### config.mk
export PLATFORM = sky130hd
export DESIGN_NAME = mem_arbiter_flat
export DESIGN_NICKNAME = d
export VERILOG_FILES = /design/src/rtl/cpu_types_pkg.sv /design/src/rtl/mem_arbiter_if.sv /design/src/rtl/mem_arbiter.sv /design/src/flat_wrapper.sv
export SDC_FILE = /design/constraint.sdc
export NUM_CORES = 1
export LEC_CHECK = 0
export CAP_MARGIN = 20
export CELL_PAD_IN_SITES_DETAIL_PLACEMENT = 0
export CELL_PAD_IN_SITES_GLOBAL_PLACEMENT = 1
export CORE_AREA = 3 3 101 103
export DETAILED_ROUTE_END_ITERATION = 8
export DIE_AREA = 0 0 104 106
export DONT_BUFFER_PORTS = 1
export PLACE_DENSITY_LB_ADDON = 0.1
export SYNTH_ARGS = -nofsm -noshare
export SYNTH_HDL_FRONTEND = slang
export SYNTH_SLANG_ARGS = --single-unit
export TNS_END_PERCENT = 50
### constraint.sdc
create_clock -name CLK -period 2.3 [get_ports CLK]
set_input_delay 0.46 -clock CLK [delete_from_list [all_inputs] [get_ports CLK]]
set_output_delay 0.46 -clock CLK [all_outputs]
set_load 0.005 [all_outputs]
### src/rtl/cpu_types_pkg.sv
// rtl/cpu_types_pkg.sv - shared word, RAM status and arbiter state types
package cpu_types_pkg;

    typedef logic [31:0] word_t;

    typedef enum logic [1:0] {
        FREE   = 2'd0,
        BUSY   = 2'd1,
        ACCESS = 2'd2,
        ERROR  = 2'd3
    } ramstate_t;

    // Owner of the single RAM port
    typedef enum logic [1:0] {
        IDLE   = 2'd0,
        IGRANT = 2'd1,
        DGRANT = 2'd2
    } arb_state_t;

endpackage

### src/rtl/mem_arbiter_if.sv
// rtl/mem_arbiter_if.sv - cache-side and RAM-side signals of the memory arbiter
interface mem_arbiter_if;
    import cpu_types_pkg::*;

    // icache channel
    logic      iREN;
    word_t     iaddr;
    logic      iwait;
    word_t     iload;
    // dcache channel
    logic      dREN;
    logic      dWEN;
    word_t     daddr;
    word_t     dstore;
    logic      dwait;
    word_t     dload;
    // RAM port
    logic      ramREN;
    logic      ramWEN;
    word_t     ramaddr;
    word_t     ramstore;
    word_t     ramload;
    ramstate_t ramstate;

    // Arbiter side
    modport slave (
        input  iREN, iaddr, dREN, dWEN, daddr, dstore, ramload, ramstate,
        output iwait, iload, dwait, dload, ramREN, ramWEN, ramaddr, ramstore
    );

    // Caches plus RAM side
    modport master (
        output iREN, iaddr, dREN, dWEN, daddr, dstore, ramload, ramstate,
        input  iwait, iload, dwait, dload, ramREN, ramWEN, ramaddr, ramstore
    );

endinterface

### src/rtl/mem_arbiter.sv
// rtl/mem_arbiter.sv - dcache-priority RAM port arbiter with icache starvation limit
module mem_arbiter
    import cpu_types_pkg::*;
#(
    parameter int STARVE_MAX = 4
) (
    input  logic          CLK,
    input  logic          nRST,
    mem_arbiter_if.slave  bus
);

    localparam int            CW   = $clog2(STARVE_MAX + 1);
    localparam logic [CW:0]   SMAX = (CW + 1)'(STARVE_MAX);

    arb_state_t      state_q, state_d;
    logic [CW-1:0]   scnt_q, scnt_d;
    logic [CW:0]     scnt_inc;
    logic            dreq;
    logic            acc;

    assign dreq     = bus.dREN | bus.dWEN;
    assign acc      = (bus.ramstate == ACCESS);
    assign scnt_inc = {1'b0, scnt_q} + 1'b1;

    // Read data is broadcast; only the wait flags say who may use it
    assign bus.iload = bus.ramload;
    assign bus.dload = bus.ramload;

    // Owner and starvation counter registers
    always_ff @(posedge CLK or negedge nRST) begin
        if (!nRST) begin
            state_q <= IDLE;
            scnt_q  <= '0;
        end else begin
            state_q <= state_d;
            scnt_q  <= scnt_d;
        end
    end

    // Next owner and count of dcache completions made while a fetch waits
    always_comb begin
        state_d = state_q;
        scnt_d  = scnt_q;
        case (state_q)
            IDLE: begin
                if (dreq && !(bus.iREN && ({1'b0, scnt_q} >= SMAX)))
                    state_d = DGRANT;
                else if (bus.iREN)
                    state_d = IGRANT;
            end
            DGRANT: begin
                if (!dreq) begin
                    state_d = bus.iREN ? IGRANT : IDLE;
                end else if (acc && bus.iREN) begin
                    // Hold the port across the dcache block until the fetch
                    // has waited out STARVE_MAX completions
                    if (scnt_inc >= SMAX) begin
                        scnt_d  = SMAX[CW-1:0];
                        state_d = IGRANT;
                    end else begin
                        scnt_d  = scnt_inc[CW-1:0];
                    end
                end
            end
            IGRANT: begin
                if (acc || !bus.iREN) begin
                    scnt_d = '0;
                    if (dreq)
                        state_d = DGRANT;
                    else if (bus.iREN)
                        state_d = IGRANT;
                    else
                        state_d = IDLE;
                end
            end
            default: state_d = IDLE;
        endcase
        if (!bus.iREN)
            scnt_d = '0;
    end

    // RAM strobes and cache wait flags follow the current owner
    always_comb begin
        bus.ramREN   = 1'b0;
        bus.ramWEN   = 1'b0;
        bus.ramaddr  = '0;
        bus.ramstore = '0;
        bus.iwait    = 1'b1;
        bus.dwait    = 1'b1;
        case (state_q)
            DGRANT: begin
                bus.ramWEN   = bus.dWEN;
                bus.ramREN   = bus.dREN & ~bus.dWEN;
                bus.ramaddr  = bus.daddr;
                bus.ramstore = bus.dstore;
                bus.dwait    = ~acc;
            end
            IGRANT: begin
                bus.ramREN   = bus.iREN;
                bus.ramaddr  = bus.iaddr;
                bus.iwait    = ~acc;
            end
            default: ;
        endcase
    end

endmodule

### src/flat_wrapper.sv
// flat-port wrapper written by rule: the top's interface ports become plain ports
module mem_arbiter_flat import cpu_types_pkg::*;
#(
    parameter int STARVE_MAX = 4
)
  (CLK, nRST, bus_iREN, bus_iaddr, bus_dREN, bus_dWEN, bus_daddr, bus_dstore, bus_ramload, bus_ramstate, bus_iwait, bus_iload, bus_dwait, bus_dload, bus_ramREN, bus_ramWEN, bus_ramaddr, bus_ramstore);
  mem_arbiter_if bus_i ();
  input  logic CLK;
  input  logic nRST;
  input wire logic [$bits(bus_i.iREN)-1:0] bus_iREN;
  input wire logic [$bits(bus_i.iaddr)-1:0] bus_iaddr;
  input wire logic [$bits(bus_i.dREN)-1:0] bus_dREN;
  input wire logic [$bits(bus_i.dWEN)-1:0] bus_dWEN;
  input wire logic [$bits(bus_i.daddr)-1:0] bus_daddr;
  input wire logic [$bits(bus_i.dstore)-1:0] bus_dstore;
  input wire logic [$bits(bus_i.ramload)-1:0] bus_ramload;
  input wire logic [$bits(bus_i.ramstate)-1:0] bus_ramstate;
  output wire logic [$bits(bus_i.iwait)-1:0] bus_iwait;
  output wire logic [$bits(bus_i.iload)-1:0] bus_iload;
  output wire logic [$bits(bus_i.dwait)-1:0] bus_dwait;
  output wire logic [$bits(bus_i.dload)-1:0] bus_dload;
  output wire logic [$bits(bus_i.ramREN)-1:0] bus_ramREN;
  output wire logic [$bits(bus_i.ramWEN)-1:0] bus_ramWEN;
  output wire logic [$bits(bus_i.ramaddr)-1:0] bus_ramaddr;
  output wire logic [$bits(bus_i.ramstore)-1:0] bus_ramstore;
  assign bus_i.iREN = bus_iREN;
  assign bus_i.iaddr = bus_iaddr;
  assign bus_i.dREN = bus_dREN;
  assign bus_i.dWEN = bus_dWEN;
  assign bus_i.daddr = bus_daddr;
  assign bus_i.dstore = bus_dstore;
  assign bus_i.ramload = bus_ramload;
  assign bus_i.ramstate = bus_ramstate;
  assign bus_iwait = bus_i.iwait;
  assign bus_iload = bus_i.iload;
  assign bus_dwait = bus_i.dwait;
  assign bus_dload = bus_i.dload;
  assign bus_ramREN = bus_i.ramREN;
  assign bus_ramWEN = bus_i.ramWEN;
  assign bus_ramaddr = bus_i.ramaddr;
  assign bus_ramstore = bus_i.ramstore;
  mem_arbiter #(.STARVE_MAX(STARVE_MAX)) u_core (.CLK(CLK), .nRST(nRST), .bus(bus_i));
endmodule
* Yosys cells after proc, flatten, opt, wreduce, memory -nomap -nowiden *
Cells that the tools add are included.

cells by class
  shifts and indexed selects = 0
  $lt $le $gt $ge = 2
  mux-type cells = 21
  bitwise gates (word level) = 4
  div/mod/pow operators = 0
  reduce and logical (&&, ||, !) cells = 9
  add/sub/neg operators = 1
  equal/unequal tests = 11
  multiply operators = 0

operator list
  kind                                                               number
  case mux 32 bit (2 select lines)                                   1
  two-way mux 32 bit                                                 1
  two-way mux 3 bit                                                  5
  two-way mux 2 bit                                                  7
  inequality test 3 x 2 -> 1 bit, second input constant              4
  AND reduction 4 bit                                                2
  inequality test 3 bit, second input constant                       2
  case mux 2 bit (3 select lines)                                    1
  case mux 3 bit (2 select lines)                                    1
  adder 3 x 1 -> 4 bit, second input constant                        1
  == test 2 bit, second input constant                               2
  greater-or-equal comparator 4 x 3 -> 1 bit, second input constant  1
  two-way mux 1 bit                                                  4
  greater-or-equal comparator 3 bit, second input constant           1
  logical AND 1 bit                                                  3
  inequality test 3 x 1 -> 1 bit, second input constant              1
  == test 2 x 1 -> 1 bit, second input constant                      1
  zero test 1 bit                                                    2
  zero test 2 bit                                                    1
  inequality test 2 x 1 -> 1 bit, second input constant              1
  NOT 1 bit                                                          2
  case mux 1 bit (2 select lines)                                    1
  AND 1 bit                                                          1
  logical OR 1 bit                                                   1
  bitwise OR 1 bit                                                   1

storage, ports and cells
  register bits after elaboration = 5
  output and inout bits = 132
  bits in read-only memories = 0
  word-level logic and storage cells = 50
  input bits = 135
  memories = 0
  bits in latches = 0
  bits in writable memories = 0

* Logic depth before layout (Yosys ltp) *
Gate-level depths: netlist of run 1.

  depth in word-level cells = 7
  gate-level depth with buffers = 7
  mapped depth without buffers = 6

* Worst setup path after synthesis of run 1 *
Ideal clock, no wire load.

  kind = register to output
  from = reg u_core.state_q[0]
  to = out bus_ramstore[22]
  arrival time = 1,273 ps
  setup slack = 567 ps
  data required time = 1,840 ps
  cell stages (with the launch flop) = 7
  cell sequence = dfrtp_1 inv_1 ha_1 buf_2 buf_2 clkbuf_1 and2_1

on the way
  word-level cells in the longest chain between the ends = 2

ends and longest elaborated chain
  item                      line                RTL
  start: declaration        mem_arbiter.sv:15   arb_state_t state_q, state_d;
  start signal: assignment  mem_arbiter.sv:35   state_q <= state_d;
  == test 2 bit             mem_arbiter.sv:90   case (state_q)
  two-way mux 32 bit        mem_arbiter.sv:90
  end: declaration          flat_wrapper.sv:25  output wire logic [$bits(bus_i.ramstore)-1:0] bus_ramstore;

Every way passes these cells.

* Worst setup path after layout of run 1 *
  from = reg u_core.state_q[0]
  to = out bus_ramREN

on the way
  word-level cells in the longest chain between the ends = 2

ends and longest elaborated chain
  item                                                     line                RTL
  == test 2 x 1 -> 1 bit or == test 2 bit (tied branches)  mem_arbiter.sv:90
  case mux 1 bit (2 select lines) (*)                      mem_arbiter.sv:90
  end: declaration                                         flat_wrapper.sv:22  output wire logic [$bits(bus_i.ramREN)-1:0] bus_ramREN;

Mark *: on every way between the ends. The rest lies on a longest branch, timed or not.

==> results of run 1 <==
==> stage by stage <==
stage          cell area [µm²]  total power [mW]  setup WS (ps)  util (%)  hold slack, ps
2_1_floorplan             1640              1.28            567         -             164
3_3_place_gp              1310              1.50            271      14.1             165
3_5_place_dp              1310              1.54            301      14.1             165
4_1_cts                   1360              1.71           62.8      14.7             504
5_1_grt                   1360              1.84           10.5      14.7             517
6_report                  1360              1.67            116      14.7             503
==> logic make-up (layout without fill, tap and decap cells) <==
| group | after synthesis | count (layout) | share of synthesized area (%) |
|---|---|---|---|
| buffers and inverters | 83 | 15 | 34.2 |
| adder cells (fa/ha/maj) | 5 | 5 | 3.82 |
| AO/OA/AOI/OAI | 44 | 44 | 20.0 |
| AND/OR/NAND/NOR | 84 | 84 | 30.9 |
| multiplexers | 5 | 5 | 3.43 |
| flip-flops | 5 | 5 | 7.63 |
==> Yosys cell counts, drive strengths merged <==
cell type / n / area, µm²
mux2: 5 / 56.3
nor2b: 33 / 206
o21ai: 3 / 22.5
o2bb2ai: 1 / 8.76
and4b: 1 / 10.0
buf: 71 / 515
inv: 3 / 11.3
clkbuf: 9 / 33.8
a21boi: 1 / 7.51
nand3b: 1 / 7.51
dfrtp: 5 / 125
a21oi: 3 / 15.0
a22oi: 32 / 240
nand2b: 3 / 18.8
nor3: 3 / 15.0
ha: 5 / 62.6
a31oi: 1 / 6.26
nor2: 2 / 7.51
or2: 1 / 6.26
and2: 34 / 213
nand2: 6 / 22.5
o2111a: 1 / 11.3
o21a: 1 / 7.51
a32oi: 1 / 8.76
==> area by class of cell <==
type	count	area share, %
sequential	5	9.17
timing repair buffer	8	4.59
multi-input combinational	138	70.3
clock buffer	4	3.30
inverter	3	0.826
tap	129	11.8
==> worst register-to-register path, stage by stage, from the launching register on <==
cell     delay (ps)
dfrtp_1         400
inv_1           100
ha_1            200
buf_4           230
a31oi_1         130
o21ai_2         170
mux2_2          360
==> per-layer routing <==
metal	track usage, %	vias up	wire [µm]
met5	0	-	0
met4	3.32	0	131
met3	2.49	19	654
met2	21.1	147	3510
met1	7.82	558	1830
li1	-	555	-
==> state kept, by name, indices dropped and copies added (netlist names) <==
register        flops
u_core.state_q      2
u_core.scnt_q       3
==> power breakdown <==
part | total (mW) | internal (mW) | switching [mW] | leakage (nW)
clock | 0.159 | 0.119 | 0.0404 | 0.0228
combinational | 1.36 | 0.574 | 0.782 | 0.369
sequential | 0.159 | 0.125 | 0.0334 | 0.0651
==> path summary, 6_finish.rpt <==
check | slack [ps] | start | end | cells past startpoint
min reg2reg | 530 | u_core.scnt_q[1]$_DFFE_PN0P_ | u_core.scnt_q[1]$_DFFE_PN0P_ | 1
max reg2reg | 600 | u_core.state_q[1]$_DFFE_PN0P_ | u_core.state_q[1]$_DFFE_PN0P_ | 6
min | 500 | bus_iREN | u_core.scnt_q[2]$_DFFE_PN0P_ | 2
max | 120 | u_core.state_q[0]$_DFFE_PN0P_ | bus_ramREN | 4
min in group asynchronous | 540 | nRST | u_core.scnt_q[2]$_DFFE_PN0P_ | 1
max in group asynchronous | 1560 | nRST | u_core.scnt_q[0]$_DFFE_PN0P_ | 1
==> what timing repair did <==
item / CTS / global route
hold buffers: 1 / 0
hold endpoints to repair: 5 / 0
resized for setup: 0 / 1
endpoints found under the setup margin: 0 / 1
setup buffers: 0 / 0
==> metrics.txt, run 1 <==
status=completed; Synth Cell Area=around 1600 µm²; Die ar.=~11000 µm²; CORE AREA=between 9000 and 10000 µm²; CP startpoint kind=flip-flop; worst slew pin tran=roughly 380 ps; drt first pass iters=4; critical path's largest stage delay=approximately 460 ps; diode count=0; I/O pin count=between 200 and 300; vias in the first global route=~1300; most frequent cells in the layout=and2_1 (34), a22oi_1 (32), nor2b_1 (32); vias=between 1000 and 1500; Rows=35; Worst-Skew Late Latency=between 200 and 250 ps; maximum fanout along the worst path=9; final cell count without fillers=about 290; CTS H-Tree Depth=1; Hold Crit Class=primary input to flip-flop; Final Skew=between 0.9 and 1 ps; final-layout fill cell count=1067; CTS tree=built; Post-Place Cells=roughly 280; Final Setup Violations=0; crit-path cells=inv_1 -> ha_1 -> a21boi_0 -> buf_4; pwr/cell area=about 1200 nW/µm²; slowest CP cell=ha_1; DR DRC count=0; critical path class=flip-flop to primary output; leak pwr=about 0.46 nW; Mapped Nets=roughly 370; # nets final=299; post-synthesis cell type count=26; area grow syn2layout=-16.8%; MaxCap Viol Count=0; 1st-iter DRT viols=100; die width=approximately 100 µm; All-Layer GR Usage=9.54%; most common cell after layout, fill and taps aside=and2_1; FF+latch count, synth=5; syn_area_per_cell=roughly 7.3 µm²; gr ovfl total=0; maximum clock frequency=~0.46 GHz; Worst EP arrival=roughly 1700 ps; Ys Warns=0; Clock Sinks=5; fin crit share=a little over nine tenths; Detailed Route WL=6.13 mm; Port Buf Inserts=0; largest net degree at the start of global routing=37; Fin Setup TNS=0 ps; family with the most delay on the worst path=adder cells; Starting Density=between 10% and 20%; Slew Limit Fails=0; initial antenna violation count=0; DR vias/cell=between 4 and 5; Detail Placement HPWL=5.29 mm; post-route ant nets=0; Worst-path clk slew=about 40 ps; minimum clock period=2180 ps; Multi-input gate area=958 µm²; post-synthesis sequential area ratio=7.63%; GP Congestion=0.667; CTS root buffer=clkbuf_8; RSZ-0062 raised after global routing=false; layout cells sized above 1=between 10 and 15%; clock buffer depth=2; peak supply drop=approximately 0.24 mV; Worst setup EP type=primary output; final-report hold violation count=0; slew margin rel.=between 70% and 80%; Die Span Y=between 100 and 150 µm; Post-Syn Instances=between 200 and 250; Critical Path RT=1840 ps; cts bufs inserted=3; Buf/Inv on CP=2; wire per inst=21.4 µm; first-pass GRT wire length=8.20 mm; storage element area=between 100 and 150 µm²
Note: power is estimated with default switching activity, not from simulation.
==> run 2, diff against run 1 <==
--- a/config.mk
+++ b/config.mk
@@ -9,6 +9,7 @@
 export CELL_PAD_IN_SITES_DETAIL_PLACEMENT = 0
 export CELL_PAD_IN_SITES_GLOBAL_PLACEMENT = 1
 export CORE_AREA = 3 3 101 103
+export CTS_CLUSTER_DIAMETER = 150
 export DETAILED_ROUTE_END_ITERATION = 8
 export DIE_AREA = 0 0 104 106
 export DONT_BUFFER_PORTS = 1
==> constraint.sdc (replaced) <==
create_clock -name CLK -period 2.61 [get_ports CLK]
set_input_delay 0.522 -clock CLK [delete_from_list [all_inputs] [get_ports CLK]]
set_output_delay 0.522 -clock CLK [all_outputs]
set_load 0.005 [all_outputs]
==> run 2 against run 1 <==
  * Routed wire length down 6.2%
  * Critical path depth grew 1
  * Global-route usage fell by 0.69 points
  * Flip-flop and latch count is the same
  * Via count increased by 1.5%
  * Count of clock-buffer cells in the layout stayed put
  * Critical path type unchanged
==> metrics.txt, run 2 (synthesized netlist as in run 1, its figures left out) <==
Port Buf Inserts=0; Die Span Y=106 µm; slowest CP cell=dfrtp_1; maximum fanout along the worst path=48; Final Cell Area=approximately 1400 µm²; final cell count without fillers=around 290; # nets final=approximately 300; critical path class=flip-flop to primary output; wire per inst=slightly above 20 µm; Final Setup Violations=0; fin crit share=just over 80%; Worst EP arrival=roughly 1600 ps; Largest regs=u_core.scnt_q x3, u_core.state_q x2; most common cell after layout, fill and taps aside=and2_1; minimum clock period=between 2000 and 2500 ps; Post-Place Cells=between 200 and 300; most frequent cells in the layout=and2_1 (34), nor2b_1 (33), a22oi_1 (32); CP startpoint kind=flip-flop; CTS H-Tree Depth=1; Critical Path RT=2090 ps; gr ovfl total=0; pre-CTS setup slack=slightly above 700 ps; DR DRC count=0; Slew Limit Fails=0; Rows=35; final-report hold violation count=0; RSZ-0062 raised after global routing=false; peak supply drop=a little under 0.4 mV; Detail Placement HPWL=between 4 and 5 mm; vias=between 1000 and 1500; status=completed; largest register by flop count=u_core.scnt_q; 1st-iter DRT viols=75; slew margin rel.=about three quarters; Worst-path clk slew=approximately 30 ps; Die ar.=roughly 11000 µm²; Final Skew=between 2 and 2.5 ps; Buf/Inv on CP=2; drt first pass iters=4; pwr/cell area=around 1100 nW/µm²; vias in the first global route=1266; critical path's largest stage delay=roughly 400 ps; cts bufs inserted=3; All-Layer GR Usage=approximately 9%; Worst setup EP type=primary output; maximum clock frequency=between 0.4 and 0.5 GHz; leak pwr=between 0.4 and 0.5 nW; initial antenna violation count=0; diode count=0; CTS root buffer=clkbuf_8; family with the most delay on the worst path=buffers and inverters; first-pass GRT wire length=7.71 mm; Clock Sinks=5; die width=~100 µm; Detailed Route WL=5.75 mm; CORE AREA=between 9000 and 10000 µm²; crit-path cells=inv_1 -> ha_2 -> buf_4 -> a22oi_1 -> nor2b_1; largest net degree at the start of global routing=49; post-route ant nets=0; Post-CTS Setup Bufs=0; GP Congestion=0.634; Worst-Skew Late Latency=approximately 220 ps; Design Power=between 1 and 1.5 mW; Fin Setup TNS=0 ps; Hold Crit Class=flip-flop to flip-flop; Starting Density=between 15 and 20%; clock buffer depth=2; CTS tree=built; I/O pin count=~270; worst slew pin tran=roughly 390 ps; layout cells sized above 1=10.8%; post-route setup slack=~490 ps; Placed Area=between 1000 and 1500 µm²; max reg flops=3; DR vias/cell=4.54; area grow syn2layout=-17.4%; MaxCap Viol Count=0
==> run 2: cell count changes in the layout (fill, tap and decap cells not counted) <==
cell     previous run  this run
buf_4               7         6
nor2b_1            32        33
nor2b_2             1         0
==> run 2: through the flow <==
stage | util [%] | hold WS (ps)
finish | 14.6 | 528
global placement | 14.0 | 227
CTS | 14.6 | 536
global route | 14.6 | 543
detailed placement | 14.0 | 227
floorplan | - | 226
==> run 2: layout make-up <==
type,count,area [µm²]
inverter,3,11.3
sequential,5,125
fill,1088,7930
multi-input combinational,138,956
clock buffer,4,45.0
tap,129,161
timing repair buffer,7,55.1
==> run 2: where the power goes <==
group | switching, mW | total (mW) | internal, mW
Clock | 0.0361 | 0.141 | 0.105
Sequential | 0.0326 | 0.143 | 0.111
Combinational | 0.660 | 1.15 | 0.486
Total | 0.729 | 1.43 | 0.701
==> run 2: timing repair <==
action / in CTS / in global routing
hold buffers: 1 / 0
gates resized for setup: 0 / 0
hold endpoints to repair: 5 / 0
==> run 2: routing by layer <==
metal / part of all wire [%] / up-vias / track usage [%]
met5: 0 / - / 0
met4: 2.1 / 0 / 2.47
met3: 14 / 19 / 4.19
met2: 56 / 151 / 18.5
met1: 29 / 575 / 7.17
li1: - / 553 / -
==> run 2: worst paths after layout <==
check | end | depth (start not counted) | from | slack (ps)
worst max-delay path | bus_ramaddr[20] | 5 | u_core.state_q[0]$_DFFE_PN0P_ | 490
worst min-delay path | u_core.scnt_q[1]$_DFFE_PN0P_ | 1 | u_core.scnt_q[1]$_DFFE_PN0P_ | 530
worst max register to register | u_core.scnt_q[1]$_DFFE_PN0P_ | 7 | u_core.state_q[0]$_DFFE_PN0P_ | 760
worst min register to register | u_core.scnt_q[1]$_DFFE_PN0P_ | 1 | u_core.scnt_q[1]$_DFFE_PN0P_ | 530
max in group asynchronous | u_core.state_q[0]$_DFFE_PN0P_ | 1 | nRST | 1790
min in group asynchronous | u_core.scnt_q[0]$_DFFE_PN0P_ | 1 | nRST | 610
==> run 3, diff against run 2 <==
==> constraint.sdc (replaced) <==
create_clock -name CLK -period 2.21 [get_ports CLK]
set_input_delay 0.442 -clock CLK [delete_from_list [all_inputs] [get_ports CLK]]
set_output_delay 0.442 -clock CLK [all_outputs]
set_load 0.005 [all_outputs]
==> run 3 against run 2 <==
  * Routed wire length grew 7.0%
  * Sequential power grew 16%
  * Sequential share of layout area is 0.11 points lower
  * Flip-flop and latch count unchanged
  * Clock power is 18% higher
  * Critical path type unchanged
  * Largest cell class unchanged
  * Hold slack lost 48 ps
  * Count of clock-buffer cells in the layout is the same
  * First-iteration DRC count increased by 24%
==> metrics.txt, run 3 (synthesized netlist as in run 1, its figures left out) <==
crit-path cells=inv_1 -> ha_2 -> buf_4 -> a22oi_1 -> nor2b_2; leak pwr=0.457 nW; I/O pin count=between 200 and 300; Fin Setup TNS=0 ps; Gate power share=between 80% and 90%; largest register by flop count=u_core.scnt_q; layout cells sized above 1=between 10% and 20%; Post-CTS Setup Bufs=0; Critical Path RT=between 1500 and 2000 ps; worst slew pin tran=between 300 and 400 ps; DR vias/cell=between 4 and 5; vias in the first global route=approximately 1400; CTS tree=built; Die ar.=11000 µm²; die width=~100 µm; Placed Area=between 1000 and 1500 µm²; Clock Sinks=5; switching power=0.891 mW; critical path's largest stage delay=400 ps; GP Congestion=about 0.67; family with the most delay on the worst path=flip-flops; wire per inst=around 21 µm; CTS H-Tree Depth=1; Slew Limit Fails=0; initial antenna violation count=0; # nets final=299; Final Skew=between 1 and 1.5 ps; maximum clock frequency=0.489 GHz; most common cell after layout, fill and taps aside=and2_1; Detailed Route WL=around 6 mm; fin crit share=a little over 90%; post-route ant nets=0; MaxCap Viol Count=0; Buf/Inv on CP=2; vias=about 1300; pre-CTS setup slack=~190 ps; final cell count without fillers=between 200 and 300; P_int=slightly below 0.9 mW; final-report hold violation count=0; CORE AREA=around 9300 µm²; clock share of power=9.5%; gr ovfl total=0; CTS root buffer=clkbuf_8; drt first pass iters=6; All-Layer GR Usage=between 9 and 10%; slowest CP cell=dfrtp_1; slew margin rel.=between 70 and 80%; Rows=35; CP startpoint kind=flip-flop; Final Cell Area=~1400 µm²; Final Setup Violations=0; diode count=0; peak supply drop=about 0.23 mV; Die Span Y=106 µm; Starting Density=17.7%; Detail Placement HPWL=between 5 and 6 mm; area grow syn2layout=-16.4%; Worst setup EP type=primary output; minimum clock period=2050 ps; Worst-path clk slew=roughly 40 ps; clock buffer depth=2; cts bufs inserted=3; max reg flops=3; worst hold slack=480 ps; final-layout fill cell count=~1100; pwr/cell area=roughly 1300 nW/µm²; most frequent cells in the layout=and2_1 (34), a22oi_1 (32), nor2b_1 (32); 1st-iter DRT viols=between 90 and 100; largest net degree at the start of global routing=37; Worst EP arrival=1600 ps; sw frac=between 50% and 60%; post-route setup slack=around 160 ps; RSZ-0062 raised after global routing=false; critical path class=flip-flop to primary output; Post-Place Cells=between 200 and 300; DR DRC count=0; Worst-Skew Late Latency=220 ps; maximum fanout along the worst path=18; first-pass GRT wire length=~8.5 mm; status=completed; Reg power frac=9.5%; Port Buf Inserts=0; Largest regs=u_core.scnt_q x3, u_core.state_q x2; Hold Crit Class=primary input to flip-flop
==> run 3: cell types whose count changed in the layout (fill, tap and decap cells not counted) <==
cell	change
nor2b_2	+1
ha_2	+1
nor2b_1	-1
buf_6	+1
a21boi_0	-1
a21boi_1	+1
ha_1	-1
==> run 3: path summary, 6_finish.rpt <==
path	startpoint	end	slack, ps	cells past startpoint
setup reg to reg	u_core.state_q[1]$_DFFE_PN0P_	u_core.state_q[0]$_DFFE_PN0P_	490	6
setup / recovery	u_core.state_q[0]$_DFFE_PN0P_	bus_ramaddr[16]	160	5
min in group asynchronous	nRST	u_core.scnt_q[2]$_DFFE_PN0P_	530	1
hold / removal	bus_iREN	u_core.scnt_q[2]$_DFFE_PN0P_	480	2
max in group asynchronous	nRST	u_core.scnt_q[1]$_DFFE_PN0P_	1480	1
hold reg to reg	u_core.scnt_q[1]$_DFFE_PN0P_	u_core.scnt_q[1]$_DFFE_PN0P_	540	1
==> run 3: metal layers <==
layer	routed length, µm	share of wire (%)	global-route usage [%]	up-vias
li1	-	-	-	559
met1	1850	30	8.45	570
met2	3510	57	21.1	141
met3	665	11	2.67	17
met4	128	2.1	3.32	0
met5	0	0	0	-
==> run 3: power groups by stage <==
stage / Combinational [mW] / Clock (mW) / Sequential, mW
6_report: 1.43 / 0.166 / 0.166
2_1_floorplan: 1.18 / 0 / 0.158
3_5_place_dp: 1.44 / 0 / 0.168
4_1_cts: 1.45 / 0.174 / 0.167
3_3_place_gp: 1.40 / 0 / 0.164
5_1_grt: 1.60 / 0.182 / 0.174
==> run 3: stage by stage <==
step	power [mW]	util, %
after floorplan	1.34	-
after global placement	1.56	14.1
after detailed placement	1.61	14.1
after CTS	1.79	14.7
after global routing	1.96	14.8
final	1.76	14.8
==> run 3: timing repair <==
item                                   in CTS  in global routing
gates resized for setup                     1                  3
setup endpoints to repair                   1                 26
endpoints found under the hold margin       5                  0
gates cloned                                0                  0
hold buffers                                1                  0
==> run 3: layout make-up <==
| cell class | instances | area, µm² | area share [%] |
|---|---|---|---|
| Timing Repair Buffer | 8 | 66.3 | 4.84 |
| Tap cell | 129 | 161 | 11.8 |
| Inverter | 3 | 11.3 | 0.822 |
| Clock buffer | 4 | 45.0 | 3.29 |
| Multi-Input combinational cell | 138 | 961 | 70.1 |
| Sequential cell | 5 | 125 | 9.13 |
==> run 3: worst reg2reg max path: stages (launching register included) <==
cell     delay (ps)
dfrtp_1         400
inv_1           100
ha_1            210
buf_4           230
a31oi_1         120
o21ai_2         180
mux2_2          360
